==> config.mk <==
export PLATFORM = sky130hd
export DESIGN_NAME = instr_mem_ctrl_flat
export DESIGN_NICKNAME = d
export VERILOG_FILES = /design/src/rtl/instr_mem_if.sv /design/src/rtl/instr_mem_ctrl.sv /design/src/flat_wrapper.sv
export SDC_FILE = /design/constraint.sdc
export NUM_CORES = 1
export LEC_CHECK = 0
export ABC_AREA = 1
export CAP_MARGIN = 15
export CORE_MARGIN = 5
export CORE_UTILIZATION = 55
export CTS_BUF_LIST = sky130_fd_sc_hd__clkbuf_4 sky130_fd_sc_hd__clkbuf_8
export DETAILED_ROUTE_END_ITERATION = 8
export GPL_ROUTABILITY_DRIVEN = 0
export GPL_TIMING_DRIVEN = 0
export PLACE_DENSITY = 0.75
export SYNTH_ARGS = -nofsm -noshare
export SYNTH_HDL_FRONTEND = slang
export SYNTH_SLANG_ARGS = --single-unit
export TNS_END_PERCENT = 20
==> constraint.sdc <==
create_clock -name clk -period 5.6 [get_ports clk]
set_input_delay 0.84 -clock clk [delete_from_list [all_inputs] [get_ports clk]]
set_output_delay 0.84 -clock clk [all_outputs]
set_load 0.005 [all_outputs]
==> src/rtl/instr_mem_if.sv <==
// Fetch/program-load bus between the PC/loader side (master) and instr_mem_ctrl (slave).
// parity_err exists only when IMEM_PARITY_EN is defined.
`timescale 1ns/1ps
interface instr_mem_if #(
  parameter int DATA_W = 8,
  parameter int PC_W   = 8
) ();
  logic [PC_W-1:0]   pc;
  logic              fetch_en;
  logic [DATA_W-1:0] instruction;
  logic              instr_valid;
  logic              addr_err;
  logic              wr_en;
  logic [PC_W-1:0]   wr_addr;
  logic [DATA_W-1:0] wr_data;
  logic              busy;
`ifdef IMEM_PARITY_EN
  logic              parity_err;
`endif

  modport master (
    output pc, fetch_en, wr_en, wr_addr, wr_data,
`ifdef IMEM_PARITY_EN
    input  parity_err,
`endif
    input  instruction, instr_valid, addr_err, busy
  );

  modport slave (
    input  pc, fetch_en, wr_en, wr_addr, wr_data,
`ifdef IMEM_PARITY_EN
    output parity_err,
`endif
    output instruction, instr_valid, addr_err, busy
  );
endinterface

==> src/rtl/instr_mem_ctrl.sv <==
// Writable instruction memory with registered fetch, post-reset clear sequencer and
// out-of-range detection. Optional per-word even parity: define IMEM_PARITY_EN.
`timescale 1ns/1ps
module instr_mem_ctrl #(
  parameter int                DATA_W   = 8,
  parameter int                PC_W     = 8,
  parameter int                DEPTH    = 16,
  parameter logic [DATA_W-1:0] NOP_WORD = '0
) (
  input  logic       clk,
  input  logic       rst_n,
  instr_mem_if.slave bus
);

  localparam int IDX_W = (DEPTH > 1) ? $clog2(DEPTH) : 1;
`ifdef IMEM_PARITY_EN
  localparam int MEM_W = DATA_W + 1;
`else
  localparam int MEM_W = DATA_W;
`endif
  // DEPTH may equal 2**PC_W, so the bound needs one bit more than pc.
  localparam logic [PC_W:0]    DEPTH_CMP = (PC_W + 1)'(DEPTH);
  localparam logic [IDX_W-1:0] LAST_IDX  = IDX_W'(DEPTH - 1);

  localparam logic [0:0] S_CLEAR = 1'b0;
  localparam logic [0:0] S_READY = 1'b1;

  logic [MEM_W-1:0] mem [DEPTH];

  logic [0:0]        state_q, state_d;
  logic [IDX_W-1:0]  clr_cnt_q, clr_cnt_d;
  logic [DATA_W-1:0] instruction_q, instruction_d;
  logic              instr_valid_q, instr_valid_d;
  logic              addr_err_q, addr_err_d;
`ifdef IMEM_PARITY_EN
  logic              parity_err_q, parity_err_d;
`endif

  logic              mem_we;
  logic [IDX_W-1:0]  mem_waddr;
  logic [MEM_W-1:0]  mem_wdata;
  logic [MEM_W-1:0]  rd_word;
  logic              pc_ok;
  logic              wr_ok;

  function automatic logic [MEM_W-1:0] encode_word(input logic [DATA_W-1:0] w);
`ifdef IMEM_PARITY_EN
    return {^w, w};
`else
    return w;
`endif
  endfunction

  // Full-width compares: high pc bits never alias onto a valid entry.
  assign pc_ok   = {1'b0, bus.pc} < DEPTH_CMP;
  assign wr_ok   = {1'b0, bus.wr_addr} < DEPTH_CMP;
  assign rd_word = mem[bus.pc[IDX_W-1:0]];

  always_comb begin
    state_d       = state_q;
    clr_cnt_d     = clr_cnt_q;
    instruction_d = instruction_q;
    instr_valid_d = 1'b0;
    addr_err_d    = 1'b0;
`ifdef IMEM_PARITY_EN
    parity_err_d  = 1'b0;
`endif
    mem_we        = 1'b0;
    mem_waddr     = clr_cnt_q;
    mem_wdata     = encode_word(NOP_WORD);

    case (state_q)
      S_CLEAR: begin
        mem_we    = 1'b1;
        clr_cnt_d = clr_cnt_q + 1'b1;
        if (clr_cnt_q == LAST_IDX) begin
          state_d = S_READY;
        end
      end
      default: begin
        if (bus.fetch_en) begin
          instr_valid_d = 1'b1;
          if (pc_ok) begin
            instruction_d = rd_word[DATA_W-1:0];
`ifdef IMEM_PARITY_EN
            parity_err_d  = ^rd_word;
`endif
          end else begin
            instruction_d = NOP_WORD;
            addr_err_d    = 1'b1;
          end
        end
        if (bus.wr_en && wr_ok) begin
          mem_we    = 1'b1;
          mem_waddr = bus.wr_addr[IDX_W-1:0];
          mem_wdata = encode_word(bus.wr_data);
        end
      end
    endcase
  end

  // ---- fetch stage / control registers ----
  always_ff @(posedge clk or negedge rst_n) begin
    if (!rst_n) begin
      state_q       <= S_CLEAR;
      clr_cnt_q     <= '0;
      instruction_q <= '0;
      instr_valid_q <= 1'b0;
      addr_err_q    <= 1'b0;
`ifdef IMEM_PARITY_EN
      parity_err_q  <= 1'b0;
`endif
    end else begin
      state_q       <= state_d;
      clr_cnt_q     <= clr_cnt_d;
      instruction_q <= instruction_d;
      instr_valid_q <= instr_valid_d;
      addr_err_q    <= addr_err_d;
`ifdef IMEM_PARITY_EN
      parity_err_q  <= parity_err_d;
`endif
    end
  end

  // Storage is never reset; the clear sequencer initialises it. The read above sees the
  // pre-edge contents, which gives read-before-write on a same-address fetch+write.
  always_ff @(posedge clk) begin
    if (mem_we) begin
      mem[mem_waddr] <= mem_wdata;
    end
  end

  assign bus.instruction = instruction_q;
  assign bus.instr_valid = instr_valid_q;
  assign bus.addr_err    = addr_err_q;
  assign bus.busy        = (state_q == S_CLEAR);
`ifdef IMEM_PARITY_EN
  assign bus.parity_err  = parity_err_q;
`endif

endmodule
==> src/flat_wrapper.sv <==
// flat-port wrapper written by rule: the top's interface ports become plain ports
module instr_mem_ctrl_flat 
#(
  parameter int                DATA_W   = 8,
  parameter int                PC_W     = 8,
  parameter int                DEPTH    = 16,
  parameter logic [DATA_W-1:0] NOP_WORD = '0
)
  (clk, rst_n, bus_pc, bus_fetch_en, bus_wr_en, bus_wr_addr, bus_wr_data, bus_instruction, bus_instr_valid, bus_addr_err, bus_busy);
  instr_mem_if #(.DATA_W(DATA_W), .PC_W(PC_W)) bus_i ();
  input  logic clk;
  input  logic rst_n;
  input wire logic [$bits(bus_i.pc)-1:0] bus_pc;
  input wire logic [$bits(bus_i.fetch_en)-1:0] bus_fetch_en;
  input wire logic [$bits(bus_i.wr_en)-1:0] bus_wr_en;
  input wire logic [$bits(bus_i.wr_addr)-1:0] bus_wr_addr;
  input wire logic [$bits(bus_i.wr_data)-1:0] bus_wr_data;
  output wire logic [$bits(bus_i.instruction)-1:0] bus_instruction;
  output wire logic [$bits(bus_i.instr_valid)-1:0] bus_instr_valid;
  output wire logic [$bits(bus_i.addr_err)-1:0] bus_addr_err;
  output wire logic [$bits(bus_i.busy)-1:0] bus_busy;
  assign bus_i.pc = bus_pc;
  assign bus_i.fetch_en = bus_fetch_en;
  assign bus_i.wr_en = bus_wr_en;
  assign bus_i.wr_addr = bus_wr_addr;
  assign bus_i.wr_data = bus_wr_data;
  assign bus_instruction = bus_i.instruction;
  assign bus_instr_valid = bus_i.instr_valid;
  assign bus_addr_err = bus_i.addr_err;
  assign bus_busy = bus_i.busy;
  instr_mem_ctrl #(.DATA_W(DATA_W), .PC_W(PC_W), .DEPTH(DEPTH), .NOP_WORD(NOP_WORD)) u_core (.clk(clk), .rst_n(rst_n), .bus(bus_i));
endmodule
After elaboration in Yosys (flattened, before gate mapping)
Memory sizes are Yosys's and may differ from the RTL's.
Cells that the tools add are included.
Widths: inputs -> output; s select.
{"block": "word_totals", "mem_bits_rw": 128, "output_inout_bits": 11, "input_bits": 28, "word_cells": 29, "regBits": 15, "memories": 1}
{"memory": "u_core.mem", "words": 16, "word_bits": 8, "read_ports": 1, "rd_clocked_by_memory_dff": 0, "wr": 1, "line": "instr_mem_ctrl.sv:28", "text": "logic [MEM_W-1:0] mem [DEPTH];"}
{"block": "op_classes", "addsub": 1, "eq_ne": 1, "magnitude_cmp": 2, "n_reduce_logical": 2, "bitwise": 1, "n_mux": 16}
{"op": "$mux 8", "count": 3}
{"op": "$lt 8x5->1 const B", "count": 2}
{"op": "$mux 1", "count": 11}
{"op": "$mux 4", "count": 2}
{"op": "$add 4x1->4 const B", "count": 1}
{"op": "$eq 4x4->1 const B", "count": 1}
{"op": "$reduce_and 2->1", "count": 1}
{"op": "$logic_and 1x1->1", "count": 1}
{"op": "$not 1->1", "count": 1}

Logic depth before layout (Yosys ltp)
{"block": "logic_depth", "ltp_word": 6, "ltp_mapped": 10}

Worst setup path before layout
Ideal clock, no wire load.
{"block": "synth_timing", "path_kind": "input to register", "startpoint": "input port bus_wr_addr[7]", "endpoint": "memory u_core.mem[4][0] in the netlist's numbering (enable)", "n_path_buf": 0, "arrival_ns": 1.895, "path_stages": 7, "slack_ns": 3.334, "t_required_ns": 5.230, "setup_ns": 0.370, "cell_sequence": "nor2_1 nand3_1 nor2_4 nand2_1 o21ai_1 nand2_1 nor2_1"}
{"block": "synth_via", "elab_chain_cells": 6, "elab_cells_between_ends": 8, "cone_classes": "order compare (1); mux (6); reduce/logical (1)"}
{"element": "start, declared", "line": "flat_wrapper.sv:16", "text": "input wire logic [$bits(bus_i.wr_addr)-1:0] bus_wr_addr;"}
{"element": "$lt 8x5->1 *", "line": "instr_mem_ctrl.sv:56", "text": "assign wr_ok = {1'b0, bus.wr_addr} < DEPTH_CMP;"}
{"element": "$logic_and 1x1->1 *", "line": "instr_mem_ctrl.sv:93", "text": "if (bus.wr_en && wr_ok) begin"}
{"element": "$mux 1", "line": "instr_mem_ctrl.sv:93"}
{"element": "$mux 1", "line": "instr_mem_ctrl.sv:72", "text": "case (state_q)"}
{"element": "$mux 1", "line": "instr_mem_ctrl.sv:128", "text": "if (mem_we) begin"}
{"element": "$mux 1 (implied by the code)", "line": "instr_mem_ctrl.sv:129", "text": "mem[mem_waddr] <= mem_wdata;"}
{"element": "end, declared", "line": "instr_mem_ctrl.sv:28"}
Mark *: on every way between the ends. The rest lies on a longest branch, timed or not.

Final worst setup path
{"block": "layout_timing", "startpoint": "input port bus_wr_addr[4]", "endpoint": "memory u_core.mem[9][6] in the netlist's numbering (enable)"}
The elaborated chain is that of the path after synthesis.

==> results.toml <==
[sta]
fin_crit_sh = 0.480
period_minus_slack_ns = 2.69
fmax_mhz = 372
hold_viol = 0
tightestPinTransition_ns = 1.16
max_slew_margin = 0.227
setup_viol = 0
finClkSkew_ns = 0.0107
rsz0062_at_grt = "false"
drv_slew = 0
setup-tns-final_ns = 0

[detailed_routing]
dr.pass1.iters = 4
wl_per_cell_um = 18.0
drc = 0
viasPerCell = 5.45
antenna_left = 0
num_vias = 4143
drt_iter0_markers = 441
finalWirelength_mm = 13.7

[yosys]
yosys_warnings = 0
syn_area_um2 = 6010
synth-xor-area-share = 0.00291
syn_avg_cell_area_um2 = 11.0
synth_top_family_by_area = "simple AND/OR/NAND/NOR gates"
synthMuxAreaShare = 0
synth_fa_ha_area_frac = 0.00208
syn_nets = 576
synth_ff_type = "edfxtp_1"
synth_compound_area_frac = 0.00791
synth-simple-area-share = 0.239
synth_cells = 547
ys_types = 21
ys_async_sr_fraction = 0.105
synth_seq_cells = 143
synth_edf_count = 128
seq_area_frac_synth = 0.702

[critical_path]
crit_path_end_kind = "flip-flop"
rr_worst_depth = 7
rr_startpoint = "u_core.state_q$_DFF_PN0_"
crit_path_end = "u_core.mem[9][6]$_DFFE_PP_"
r2r_setup_slack_ns = 3.35
r2r_end = "u_core.mem[9][6]$_DFFE_PP_"
crit_arrival_ns = 2.75
path_max_fanout = 8
startpoint = "bus_wr_addr[4]"
crit_required_ns = 5.66
startpoint_type = "input pin"
crit_type = "input pin to flip-flop"

[place]
dpl.hpwl_mm = 9.79
place_inst = 727
place_area_um2 = 6590
io_buffers = 35

[cells_and_area]
drive_gt1_frac = 0.110
layout_common_cells = "214 x nand2_1, 128 x edfxtp_1, 99 x nand3_1"
fillers = 825
nets = 637
final_util = 0.643
antenna_cells = 0
final_common_cell = "nand2_1"
final_cell_area_um2 = 6940
syn2layout_area_growth_pct = 15.5
stdcell_count = 760

[clocking]
cts_sinks = 143
cts-buffers-inserted = 17
cts.htree.levels = 4
cts_setup_buffers = 0
clock_latency_ns = 0.43
cts.reportedPaths.clkPinSlew_ns = 0.07
cts_buffer_depth = 2
cts_resized = 0
root_buffer = "clkbuf_8"
cts_tree = "built"
hold_buffers = 0

[run]
maxCapViolCount = 0

[global_routing]
grt_pass1_wl_mm = 21.0
grt_max_degree = 17
overflow = 0
grt_use_total = 0.220
antenna_found_initial = 0
grt_pass1_vias = 3989

[power_and_ir_drop]
peakVddDrop_uv = 204
power_mw = 1.95
p_leak_nw = 2.86
powerDensity_nw_per_um2 = 281

[die]
coreArea_um2 = 10800
dieArea_um2 = 13100
initial_core_util = 0.557
die_h_um = 115
row_count = 38
num_io_pins = 39
die_w_um = 115

[status]
status = "complete, no violations"

[min_path]
min_from = "u_core.bus.instruction[3]$_DFFE_PN0P_"
hp-class = "flip-flop to flip-flop"
## how the worst min path moves through the flow
| stage | end | depth (start not counted) |
|---|---|---|
| after floorplan | u_core.bus.instruction[0]$_DFFE_PN0P_ | 2 |
| after global placement | u_core.bus.instruction[0]$_DFFE_PN0P_ | 2 |
| after detailed placement | u_core.bus.instruction[3]$_DFFE_PN0P_ | 2 |
| after CTS | u_core.bus.instruction[3]$_DFFE_PN0P_ | 2 |
| after global routing | u_core.bus.instruction[7]$_DFFE_PN0P_ | 2 |
| final | u_core.bus.instruction[3]$_DFFE_PN0P_ | 2 |
## state kept, by name, indices dropped and copies added, names as in the netlist
name	flops
u_core.bus.addr_err	1
u_core.bus.instr_valid	1
u_core.bus.instruction	8
u_core.clr_cnt_q	4
u_core.mem	128
u_core.state_q	1
## Yosys cell counts (2+ instances only)
| library cell | instances | area share |
|---|---|---|
| inv_1 | 19 | 0.012 |
| o21ai_0 | 4 | 0.0033 |
| o21ai_2 | 2 | 0.0029 |
| buf_6 | 10 | 0.019 |
| buf_4 | 3 | 0.0037 |
| dfrtp_1 | 15 | 0.062 |
| inv_2 | 2 | 0.0012 |
| nor2_1 | 28 | 0.017 |
| clkbuf_1 | 2 | 0.0012 |
| nand4_1 | 2 | 0.0021 |
| edfxtp_1 | 128 | 0.64 |
| buf_2 | 12 | 0.010 |
| nand2_1 | 214 | 0.13 |
| nand3_1 | 99 | 0.082 |
## report_power, final
group	internal (mW)	switching (mW)	total, mW
clock	0.300	0.381	0.681
combinational	0.0468	0.0702	0.117
sequential	1.15	0.000664	1.15
## area by class of cell
| class | count | area, µm² | share of cell area |
|---|---|---|---|
| clock buffers | 17 | 234 | 0.0337 |
| plain buffers | 27 | 203 | 0.0292 |
| clock inverters | 14 | 95.1 | 0.0137 |
| multi-input cells | 356 | 1510 | 0.218 |
| flip-flops and latches | 143 | 4220 | 0.608 |
| repair buffers | 42 | 425 | 0.0613 |
| well taps | 140 | 175 | 0.0252 |
| inverters | 21 | 78.8 | 0.0114 |
## layer usage
metal,global-route usage,wire [µm],vias to the layer above
met4,0.0855,335,0
met5,0,0,-
met3,0.0555,1220,27
met1,0.300,5610,1962
met2,0.341,6510,176
li1,-,-,1978
## cell families after synthesis
kind of cell    count (synthesis)
simple gates                  345
fa+ha+maj                       1
compound gates                  8
buf+inv                        48
xor+xnor                        2
flops                         143
## through the flow
step                hold slack, ns  worst slack [ns]
finish                       0.486              2.91
global route                 0.526              2.79
CTS                          0.484              2.96
detailed placement           0.466              2.49
global placement             0.470              2.43
floorplan                    0.472              3.33
## worst max-delay path, cell delays in order
cell	delay, ns
clkdlybuf4s50_1	0.41
nor2_2	0.12
nand3_1	0.14
o21ai_0	0.27
nand3_1	0.23
nor2_1	0.74
(Power assumes the default switching activity.)
